$ cat src/rtl/mult_pkg.sv
// Shared encodings for the sequential multiplier.
// WIDTH stays a module parameter; only the FSM encoding lives here.
package mult_pkg;

  typedef enum logic [1:0] {
    IDLE = 2'd0,
    CALC = 2'd1,
    DONE = 2'd2
  } state_t;

endpackage

$ cat src/rtl/seq_multiplier_adder.sv
// Plain ripple-style adder with carry-in.
// Combinational, no backpressure; the sum wraps at W bits.
module seq_multiplier_adder #(
  parameter int W = 17
) (
  input  logic [W-1:0] i_a,
  input  logic [W-1:0] i_b,
  input  logic         i_cin,
  output logic [W-1:0] o_sum
);

  assign o_sum = i_a + i_b + {{(W-1){1'b0}}, i_cin};

endmodule

$ cat src/rtl/seq_multiplier.sv
// Radix-2 shift-add multiplier, signed or unsigned operands, sign-magnitude internally.
// Product in result WIDTH cycles after the start edge; start is ignored while busy.
module seq_multiplier
  import mult_pkg::*;
#(
  parameter int WIDTH = 16
) (
  input  logic                 clk,
  input  logic                 rst_n,
  input  logic                 start,
  input  logic                 is_signed,
  input  logic [WIDTH-1:0]     in1,
  input  logic [WIDTH-1:0]     in2,
  output logic [2*WIDTH-1:0]   result,
  output logic                 done,
  output logic                 busy
);

  localparam int CW = $clog2(WIDTH + 1);

  state_t             r_state;
  logic [CW-1:0]      r_cnt;
  logic [WIDTH-1:0]   r_mcand;
  logic [WIDTH-1:0]   r_acc;
  logic [WIDTH-1:0]   r_mplr;
  logic               r_neg;

  logic [WIDTH-1:0]   w_mag1;
  logic [WIDTH-1:0]   w_mag2;
  logic [WIDTH:0]     w_add_a;
  logic [WIDTH:0]     w_add_b;
  logic [WIDTH:0]     w_sum;
  logic [WIDTH-1:0]   w_acc_nxt;
  logic [WIDTH-1:0]   w_mplr_nxt;
  logic [2*WIDTH-1:0] w_prod;
  logic [2*WIDTH-1:0] w_final;
  logic               w_last;

  // Negating -2^(WIDTH-1) yields itself, which read as unsigned is the correct magnitude.
  assign w_mag1 = (is_signed && in1[WIDTH-1]) ? -in1 : in1;
  assign w_mag2 = (is_signed && in2[WIDTH-1]) ? -in2 : in2;

  assign w_add_a = {1'b0, r_acc};
  assign w_add_b = r_mplr[0] ? {1'b0, r_mcand} : '0;

  seq_multiplier_adder #(
    .W (WIDTH + 1)
  ) u_adder (
    .i_a   (w_add_a),
    .i_b   (w_add_b),
    .i_cin (1'b0),
    .o_sum (w_sum)
  );

  assign w_acc_nxt  = w_sum[WIDTH:1];
  assign w_mplr_nxt = {w_sum[0], r_mplr[WIDTH-1:1]};
  assign w_prod     = {w_acc_nxt, w_mplr_nxt};
  assign w_final    = r_neg ? -w_prod : w_prod;
  assign w_last     = (r_cnt == CW'(WIDTH - 1));

  always_ff @(posedge clk or negedge rst_n) begin
    if (!rst_n) begin
      r_state <= IDLE;
      r_cnt   <= '0;
      r_mcand <= '0;
      r_acc   <= '0;
      r_mplr  <= '0;
      r_neg   <= 1'b0;
      result  <= '0;
      done    <= 1'b0;
      busy    <= 1'b0;
    end else begin
      case (r_state)
        IDLE: begin
          done <= 1'b0;
          if (start) begin
            r_mcand <= w_mag1;
            r_mplr  <= w_mag2;
            r_acc   <= '0;
            r_cnt   <= '0;
            r_neg   <= is_signed & (in1[WIDTH-1] ^ in2[WIDTH-1]);
            busy    <= 1'b1;
            r_state <= CALC;
          end
        end
        CALC: begin
          r_acc  <= w_acc_nxt;
          r_mplr <= w_mplr_nxt;
          r_cnt  <= r_cnt + CW'(1);
          if (w_last) begin
            result  <= w_final;
            done    <= 1'b1;
            r_state <= DONE;
          end
        end
        DONE: begin
          done    <= 1'b0;
          busy    <= 1'b0;
          r_state <= IDLE;
        end
        default: begin
          r_state <= IDLE;
        end
      endcase
    end
  end

endmodule

$ cat config.mk
export PLATFORM = sky130hd
export DESIGN_NAME = seq_multiplier
export DESIGN_NICKNAME = d
export VERILOG_FILES = /design/src/rtl/mult_pkg.sv /design/src/rtl/seq_multiplier_adder.sv /design/src/rtl/seq_multiplier.sv
export SDC_FILE = /design/constraint.sdc
export NUM_CORES = 1
export LEC_CHECK = 0
export BUFFER_PORTS_ARGS = -buffer_cell sky130_fd_sc_hd__buf_2
export CAP_MARGIN = 30
export CORE_MARGIN = 3
export CORE_UTILIZATION = 29
export CTS_CLUSTER_SIZE = 8
export DETAILED_ROUTE_END_ITERATION = 6
export GPL_TIMING_DRIVEN = 1
export PLACE_DENSITY_LB_ADDON = 0.2
export SETUP_SLACK_MARGIN = 0.1
export SLEW_MARGIN = 20
export SYNTH_ARGS = -nofsm -noshare
export SYNTH_HDL_FRONTEND = slang
export SYNTH_SLANG_ARGS = --single-unit
$ cat constraint.sdc
create_clock -name clk -period 7.1 [get_ports clk]
set_input_delay 0 -clock clk [delete_from_list [all_inputs] [get_ports clk]]
set_output_delay 0 -clock clk [all_outputs]
set_load 0.01 [all_outputs]
======== After elaboration in Yosys (flattened, before gate mapping) ========
Cells that the tools add are included.
operators by class
  $add $sub $neg .......................... 5
  eq/ne operators ......................... 5
  multiplexer cells ....................... 17
  bitwise logic cells ..................... 2
  reduce and logical (&&, ||, !) cells .... 13
operators with widths
  kind                 count
  $mux 16              5
  $pmux 16 s2          2
  $mux 32              1
  $neg 16->16          2
  $neg 32->32          1
  $add 16x16->17       1
  $reduce_and 2->1     6
  $pmux 5 s2           1
  $reduce_bool 2->1    3
  $add 5x1->5 const B  1
  $eq 5x4->1 const B   1
  $mux 5               1
  $mux 2               2
  $ne 2x2->1 const B   2
  $pmux 1 s2           2
  $pmux 2 s2           1
  $eq 2x1->1 const B   1
  $eq 2x2->1 const B   1
  $logic_and 1x1->1    2
  $logic_not 2->1      1
  $mux 1               2
  $reduce_or 2->1      1
  $and 1x1->1          1
  $xor 1x1->1          1
storage, ports and cells
  register bits ........................... 90

======== Depth between registers and ports, before layout ========
Gate-level depths: netlist of the first run.
  depth after elaboration ................. 4
  mapped depth ............................ 12

======== Cells and area by module ========
A second synthesis of the first run with hierarchy kept.
unflattened totals
  cell total of the unflattened synthesis .. 657
  area, all modules ....................... 5771.8 um^2
modules (own cells, without submodules)
  module                instances  cells each  area each (um^2)  sequential area each (um^2)
  seq_multiplier        1          549         4974.8            2252.2
  seq_multiplier_adder  1          108         797.0             0.0

======== Worst setup path before layout of the first run ========
OpenSTA, ideal clock, no wires.
  kind .................................... register to register
  start point ............................. register r_mplr[0]
  end point ............................... register result[31]
  library setup time ...................... 131 ps
  data arrival time ....................... 3412 ps
  data required time ...................... 6969 ps
  slack ................................... 3556 ps
  cell stages (with the launch flop) ...... 13
  buffers on the path ..................... 1
  period minus slack after synthesis ...... 3544 ps
  path through ............................ dfrtp_1 > clkbuf_1 > and2_1 > ha_1 > fa_1 > a211oi_1 > nor2_1 > xnor2_1 > nand3b_4 > or3_4 > nor4_4 > mux2i_1 > or3_1
on the way
  cells in the longest elaborated chain, start to end .. 4
RTL lines
  what                    RTL line                    RTL
  from (decl)             seq_multiplier.sv:25        logic [WIDTH-1:0] r_mplr;
  from (signal assigned)  seq_multiplier.sv:78        r_mplr <= w_mag2;
  from (signal assigned)  seq_multiplier.sv:88        r_mplr <= w_mplr_nxt;
  $mux 16 *               seq_multiplier.sv:44        assign w_add_b = r_mplr[0] ? {1'b0, r_mcand} : '0;
  $add 16x16->17 *        seq_multiplier_adder.sv:12  assign o_sum = i_a + i_b + {{(W-1){1'b0}}, i_cin};
  $neg 32->32             seq_multiplier.sv:58        assign w_final = r_neg ? -w_prod : w_prod;
  $mux 32 *               seq_multiplier.sv:58
  to (signal assigned)    seq_multiplier.sv:91        result <= w_final;
  to (decl)               seq_multiplier.sv:14        output logic [2*WIDTH-1:0] result,
Mark *: on every way between the ends. The rest lies on a longest branch, timed or not.
A chain may end at the register's enable or synchronous reset.

======== Worst setup path in the final report of the first run ========
Ends and elaborated chain as after synthesis.

==> reports/metrics.yaml, run 1 <==
outcome:
  run_status: "completed"
run:
  max-cap-violations: 0
cts:
  cts-root-buf: "clkbuf_16"
  clock_latency_ns: 0.34
  htree_levels: 3
  cts_buffer_depth: 2
  cts_tree: "yes"
  path_clk_slew_ns: 0.06
  clock_sinks: 90
  hold_buffers: 17
  post_cts.repair.setup_buffers: 0
  numCtsBuffers: 9
  ctsResizeCount: 0
worst_setup_path:
  max_stage_delay_ns: 0.52
  crit_required_ns: 7.32
  cp.arrival_ns: 4.10
  path_max_fanout: 17
  slowest_stage: "dfrtp_1"
  end_kind: "flop"
  crit_type: "flop to flop"
  cp_cell_sequence: "and2_1 > ha_1 > fa_1 > a211oi_1 > nor2_1 > xnor2_1 > nand3b_4 > or3_4 > nor4_4 > mux2i_1 > or3_1"
  crit_path_start_kind: "flop"
placed_design:
  placed_cell_area_um2: 6140
  dp_hpwl_mm: 11.0
  gp_congestion: 0.883
  port_buffers: 69
finish:
  regArea_um2: 2250
  area_growth_pct: 19.0
  final_area_um2: 6620
  n_fill_cell: 1950
  final_cell_mix: "o21ai_0 (101), nand2_1 (93), dfrtp_1 (90), buf_2 (68), xor2_1 (39)"
  drive_gt1_share_pct: 14.0
  final_common_cell: "o21ai_0"
  multi_input_area_um2: 3140
  antenna_cells: 0
  final_nets: 770
drt:
  vias_per_cell: 5.01
  drt_iter0_markers: 285
  firstDrtPassIters: 4
  wl_per_cell_um: 15.3
  routed_wirelength_mm: 14.5
  drc: 0
  ant_nets: 0
  vias: 4762
sta:
  setup_viol_count_final: 0
  tns_ns: 0
  rsz0062_at_grt: "no"
  drv_slew: 0
  hold_viol: 0
  maxSlewHeadroom_pct: 43.9
  tightest_slew_ns: 0.842
  layout_min_cycle_time_ns: 3.88
  clock_skew_ns: 0.00404
  fin_crit_sh_pct: 54.7
  max_freq_ghz: 0.258
floorplanning:
  fp-row-count: 50
  dieArea_um2: 20900
  start_util_pct: 29.6
  num_io_pins: 70
  core_um2: 18800
  dieWidth_um: 144
  fp.dieH_um: 144
synthesis:
  synth_flop_cell: "dfrtp_1"
  ys_seq_area_share_pct: 40.5
  synth_top_area_share_pct: 40.5
  yosys.area.top_type: "dfrtp_1"
  ys_ff_latch: 90
  async_flop_share_pct: 100
  synth_cell_types: 52
  synth_edf_count: 0
  synth_cells: 638
  syn_area_um2: 5560
  yosys-top-cells-area: "dfrtp_1 (40%), o21ai_0 (9.1%), nand2_1 (6.3%)"
  syn_nets: 696
  yosys_warnings: 0
  avgSynthCellArea_um2: 8.72
global_routing:
  overflow: 0
  first_global_vias: 4556
  grt_pass1_wl_mm: 24.0
  antenna_found_initial: 0
  grt_max_degree: 66
  grt_use_total_pct: 14.3
power:
  power_density_nw_per_um2: 447
  power_leakage_nw: 2.93
  vdd.ir_drop.worst_v: 0.000146
worst_hold_path:
  hp-class: "primary input to flop"
-- metrics by stage --
stage | hold WS [ns] | worst slack (ns) | cells | total power, mW | utilization (%)
after floorplan | -0.296 | 3.56 | 638 | 2.00 | -
after global placement | -0.0500 | 3.29 | 917 | 2.44 | 32.7
after detailed placement | -0.0381 | 3.19 | 918 | 2.48 | 32.7
after CTS | 0.00000594 | 3.20 | 950 | 2.99 | 35.3
after global routing | 0.0194 | 2.91 | 950 | 3.24 | 35.3
final | 0.00319 | 3.22 | 950 | 2.96 | 35.3
-- worst max-delay path: cells and delay by family (launching register included) --
family	cells	cell delay (ns)
AND/OR/NAND/NOR	6	1.50
adder cells (fa/ha/maj)	2	0.63
flip-flops	1	0.52
XOR/XNOR	1	0.52
AO/OA/AOI/OAI	1	0.47
multiplexers	1	0.10
-- synth_stat cells (7+ instances only) --
cell type,count
and2_1,21
a21oi_1,25
nor2_1,22
xor2_1,39
o21ai_0,101
nand2_1,94
o31ai_1,13
inv_1,16
xnor2_1,27
a22oi_1,14
clkbuf_1,26
nand3_1,28
dfrtp_1,90
ha_1,21
nor3_1,8
nand2b_1,7
-- flip-flops by register name, summed over array words and instances, names as in the netlist --
name	cells
r_mcand	16
r_cnt	5
r_state	2
busy	1
done	1
r_mplr	16
r_acc	16
r_neg	1
result	32
-- logic make-up after synthesis --
group	after synthesis	synth area share, %
compound gates	196	21.0
xor+xnor	66	10.4
fa+ha+maj	22	5.08
buf+inv	46	3.10
flops	90	40.5
mux	5	0.900
simple gates	213	19.0
-- cell type report --
class	count	area share (%)
Clock buffer	13	4.08
Clock inverter	2	0.529
Inverter	16	0.907
Multi-Input combinational cell	502	47.4
Sequential cell	90	34.0
Tap cell	234	4.42
Timing Repair Buffer	93	8.62
-- where the power goes --
group	internal [mW]	leakage (nW)	switching, mW
clock	0.299	0.152	0.194
sequential	0.763	1.09	0.219
combinational	0.590	1.69	0.895
-- layer usage --
metal,GRT usage [%],wire (um),vias to the layer above
li1,-,-,2429
met1,22.4,8030,2233
met2,20.0,5890,88
met3,2.05,411,12
met4,4.57,196,0
met5,0,0,-
-- worst paths after layout --
| kind | from | end | slack, ns | cells past startpoint |
|---|---|---|---|---|
| worst max-delay path | r_mplr[0] | result[31] | 3.22 | 11 |
| worst min-delay path | in1[12] | r_mcand[12] | 0.003 | 3 |
| worst max register to register | r_mplr[0] | result[31] | 3.22 | 11 |
| worst min register to register | result[24] | result[24] | 0.47 | 2 |
| max in group asynchronous | rst_n | r_acc[6] | 5.84 | 3 |
| min in group asynchronous | rst_n | result[11] | 0.13 | 2 |
(Power assumes the default switching activity.)
==> run 2, diff against run 1 <==
ABC_AREA = 1   (was unset)
clock period = 3.2 ns   (was 7.1 ns; I/O delays follow)
==> reports/metrics.yaml, run 2 <==
outcome:
  run_status: "completed"  # unchanged
worst_hold_path:
  hp-class: "primary input to flop"  # unchanged
synthesis:
  ys_seq_area_share_pct: 37.6  # was 40.5%
  syn_nets: 906  # was 696
  synth_cell_types: 37  # was 52
  avgSynthCellArea_um2: 7.06  # was 8.72 um^2
  synth_top_area_share_pct: 37.6  # was 40.5%
  yosys-top-cells-area: "dfrtp_1 (38%), nand2_1 (17%), o21ai_0 (6.8%)"  # was dfrtp_1 (40%), o21ai_0 (9.1%), nand2_1 (6.3%)
  synth_flop_cell: "dfrtp_1"  # unchanged
  yosys.area.top_type: "dfrtp_1"  # unchanged
  synth_cells: 848  # was 638
  ys_ff_latch: 90  # unchanged
  synth.top_cells.by_count: "nand2_1 (273), inv_1 (95), dfrtp_1 (90)"  # was o21ai_0 (101), nand2_1 (94), dfrtp_1 (90)
  synth_most_common_cell: "nand2_1"  # was o21ai_0
  syn_area_um2: 5990  # was 5560 um^2
  async_flop_share_pct: 100  # unchanged
  yosys_warnings: 0  # unchanged
  synth_edf_count: 0  # unchanged
placed_design:
  port_buffers: 69  # unchanged
  dp_cells: 1168  # was 918
  dp_hpwl_mm: 12.5  # was 11.0 mm
  gp_congestion: 0.868  # was 0.883
  post-place-ws_ns: 0.361  # was 3.19 ns
finish:
  n_fill_cell: 2115  # was 1950
  largest-register: "result"  # unchanged
  final_cells: 1205  # was 950
  antenna_cells: 0  # unchanged
  drive_gt1_share_pct: 13.8  # was 14.0%
  area_growth_pct: 19.5  # was 19.0%
  largest_reg_flops: 32  # unchanged
  final_nets: 993  # was 770
  final_cell_mix: "nand2_1 (272), inv_1 (95), dfrtp_1 (89), o21ai_0 (81)"  # was o21ai_0 (101), nand2_1 (93), dfrtp_1 (90), buf_2 (68), xor2_1 (39)
  final_common_cell: "nand2_1"  # was o21ai_0
sta:
  drv_slew: 0  # unchanged
  maxSlewHeadroom_pct: 45.6  # was 43.9%
  rsz0062_at_grt: "no"  # unchanged
  layout_min_cycle_time_ns: 2.76  # was 3.88 ns
  fin_ws_ns: 0.441  # was 3.22 ns
  setup_viol_count_final: 0  # unchanged
  max_freq_ghz: 0.362  # was 0.258 GHz
  clock_skew_ns: 0.00850  # was 0.00404 ns
  tightest_slew_ns: 0.816  # was 0.842 ns
  hold_viol: 0  # unchanged
  fin_crit_sh_pct: 86.2  # was 54.7%
  tns_ns: 0  # unchanged
worst_setup_path:
  r2r-end: "result[28]"  # was result[31]
  crit_top_cell: "nand2_1"
  r2r_slack_ns: 0.44  # was 3.22 ns
  cp_cell_sequence: "nand2_1 > inv_1 > ha_1 > fa_1 > nand2_1 > nand2_2 > nand3_1 > nand2_1 > nand2_1 > nand2_1 > inv_1 > nand2_1 > nor2_2 > nand3_1 > nand2_2 > nand3_1 > nand3_1 > nand2_1"  # was and2_1 > ha_1 > fa_1 > a211oi_1 > nor2_1 > xnor2_1 > nand3b_4 > or3_4 > nor4_4 > mux2i_1 > or3_1
  end_kind: "flop"  # unchanged
  crit_type: "flop to flop"  # unchanged
  max_stage_delay_ns: 0.52  # about the same
  r2r_start: "r_mplr[0]"  # unchanged
  path_buf_inv: 2  # was 0
  path_max_fanout: 17  # unchanged
  reg2reg_depth: 18  # was 11
  cp.arrival_ns: 3.00  # was 4.10 ns
  slowest_stage: "dfrtp_2"  # was dfrtp_1
  crit_path_start_kind: "flop"  # unchanged
  cp_top_family: "simple AND/OR/NAND/NOR gates"  # unchanged
  critPathCapture: "result[28]"  # was result[31]
  crit_required_ns: 3.44  # was 7.32 ns
  cp-startpoint: "r_mplr[0]"  # unchanged
  crit_cells: 18  # was 11
floorplanning:
  num_io_pins: 70  # unchanged
  start_util_pct: 30.2  # was 29.6%
  fp.dieH_um: 150  # was 144 um
  fp-row-count: 51  # was 50
  dieArea_um2: 22400  # was 20900 um^2
  core_um2: 19800  # was 18800 um^2
  dieWidth_um: 150  # was 144 um
drt:
  drt_iter0_markers: 329  # was 285
  drc: 0  # unchanged
  firstDrtPassIters: 5  # was 4
  vias_per_cell: 4.49  # was 5.01
  wl_per_cell_um: 13.6  # was 15.3 um
  routed_wirelength_mm: 16.3  # was 14.5 mm
  vias: 5406  # was 4762
  ant_nets: 0  # unchanged
cts:
  numCtsBuffers: 9  # unchanged
  cts_buffer_depth: 2  # unchanged
  path_clk_slew_ns: 0.07  # was 0.06 ns
  clock_sinks: 90  # unchanged
  cts-root-buf: "clkbuf_16"  # unchanged
  clock_latency_ns: 0.35  # was 0.34 ns
  htree_levels: 3  # unchanged
  cts_tree: "yes"  # unchanged
power:
  power_density_nw_per_um2: 1010  # was 447 nW/um^2
  vdd.ir_drop.worst_v: 0.000345  # was 0.000146 V
  finalPower_mw: 7.26  # was 2.96 mW
  power_leakage_nw: 3.67  # was 2.93 nW
global_routing:
  grt_use_total_pct: 15.0  # was 14.3%
  overflow: 0  # unchanged
  grt_max_degree: 65  # was 66
  antenna_found_initial: 0  # unchanged
  grt_pass1_wl_mm: 26.7  # was 24.0 mm
  first_global_vias: 5192  # was 4556
run:
  max-cap-violations: 0  # unchanged
## run 2: changes by cell type in the layout (fill, tap and decap cells not counted), sizes merged, moves of 18 or more
cell	change
nor2	+56
xnor2	-20
and2	-18
o21ai	-20
nand3	+26
nand2	+187
inv	+88
## run 2: stage by stage
step                      util (%)  hold WS [ns]  area, um^2
after floorplan                  -        -0.296        5990
after global placement        33.5         0.169        6640
after detailed placement      33.5         0.171        6640
after CTS                     36.1      0.000235        7160
after global routing          36.1       0.00465        7160
final                         36.1      0.000503        7160
## run 2: report_power, final
group / switching [mW] / leakage [nW] / internal (mW)
clock network: 0.488 / 0.140 / 0.612
registers: 0.448 / 1.08 / 1.69
logic: 2.58 / 2.45 / 1.44
total: 3.52 / 3.67 / 3.74
## run 2: how the worst min path moves through the flow
| stage | endpoint | startpoint | slack, ns | cells past startpoint |
|---|---|---|---|---|
| after floorplan | busy | rst_n | -0.30 | 0 |
| after global placement | result[1] | rst_n | 0.17 | 1 |
| after detailed placement | result[1] | rst_n | 0.17 | 1 |
| after CTS | r_mplr[7] | in2[7] | 0.0002 | 3 |
| after global routing | r_mplr[7] | in2[7] | 0.005 | 3 |
| final | r_mplr[7] | in2[7] | 0.0005 | 3 |
## run 2: cell families (layout without fill, tap and decap cells)
kind of cell | count (synthesis) | in the layout | share of synthesized area [%]
and+or+nand+nor | 437 | 437 | 31.1
adders and majority gates | 22 | 22 | 4.72
DFF | 90 | 90 | 37.6
xor gates and xnor gates | 48 | 48 | 7.02
muxes | 1 | 1 | 0.167
AOI/OAI and AO/OA | 122 | 122 | 11.3
buffers and inverters | 128 | 220 | 8.08
## run 2: timing repair
item                       CTS  global route
resized for setup            0             1
setup endpoints to repair    0             4
hold endpoints to repair    82             0
hold buffers                21             0
setup buffers                0             0
## run 2: metal layers
metal / wire [um] / vias up / GRT usage (%)
met4: 318 / 0 / 5.58
met2: 6730 / 96 / 21.5
met3: 531 / 20 / 2.00
met1: 8760 / 2417 / 22.9
met5: 0 / - / 0
li1: - / 2873 / -
## run 2: worst min-delay path, cell delays in order
cell and delay (ns):
buf_2 0.12, xor2_1 0.07, o21ai_0 0.12
## run 2: layout make-up
class                           count  area (um^2)  share of cell area, %
Multi-Input combinational cell    630         3260                   45.5
Sequential cell                    90         2250                   31.5
Timing Repair Buffer               97          611                   8.53
Inverter                          107          402                   5.61
Tap cell                          265          332                   4.63
Clock buffer                        9          225                   3.15
Clock inverter                      7         77.6                   1.08
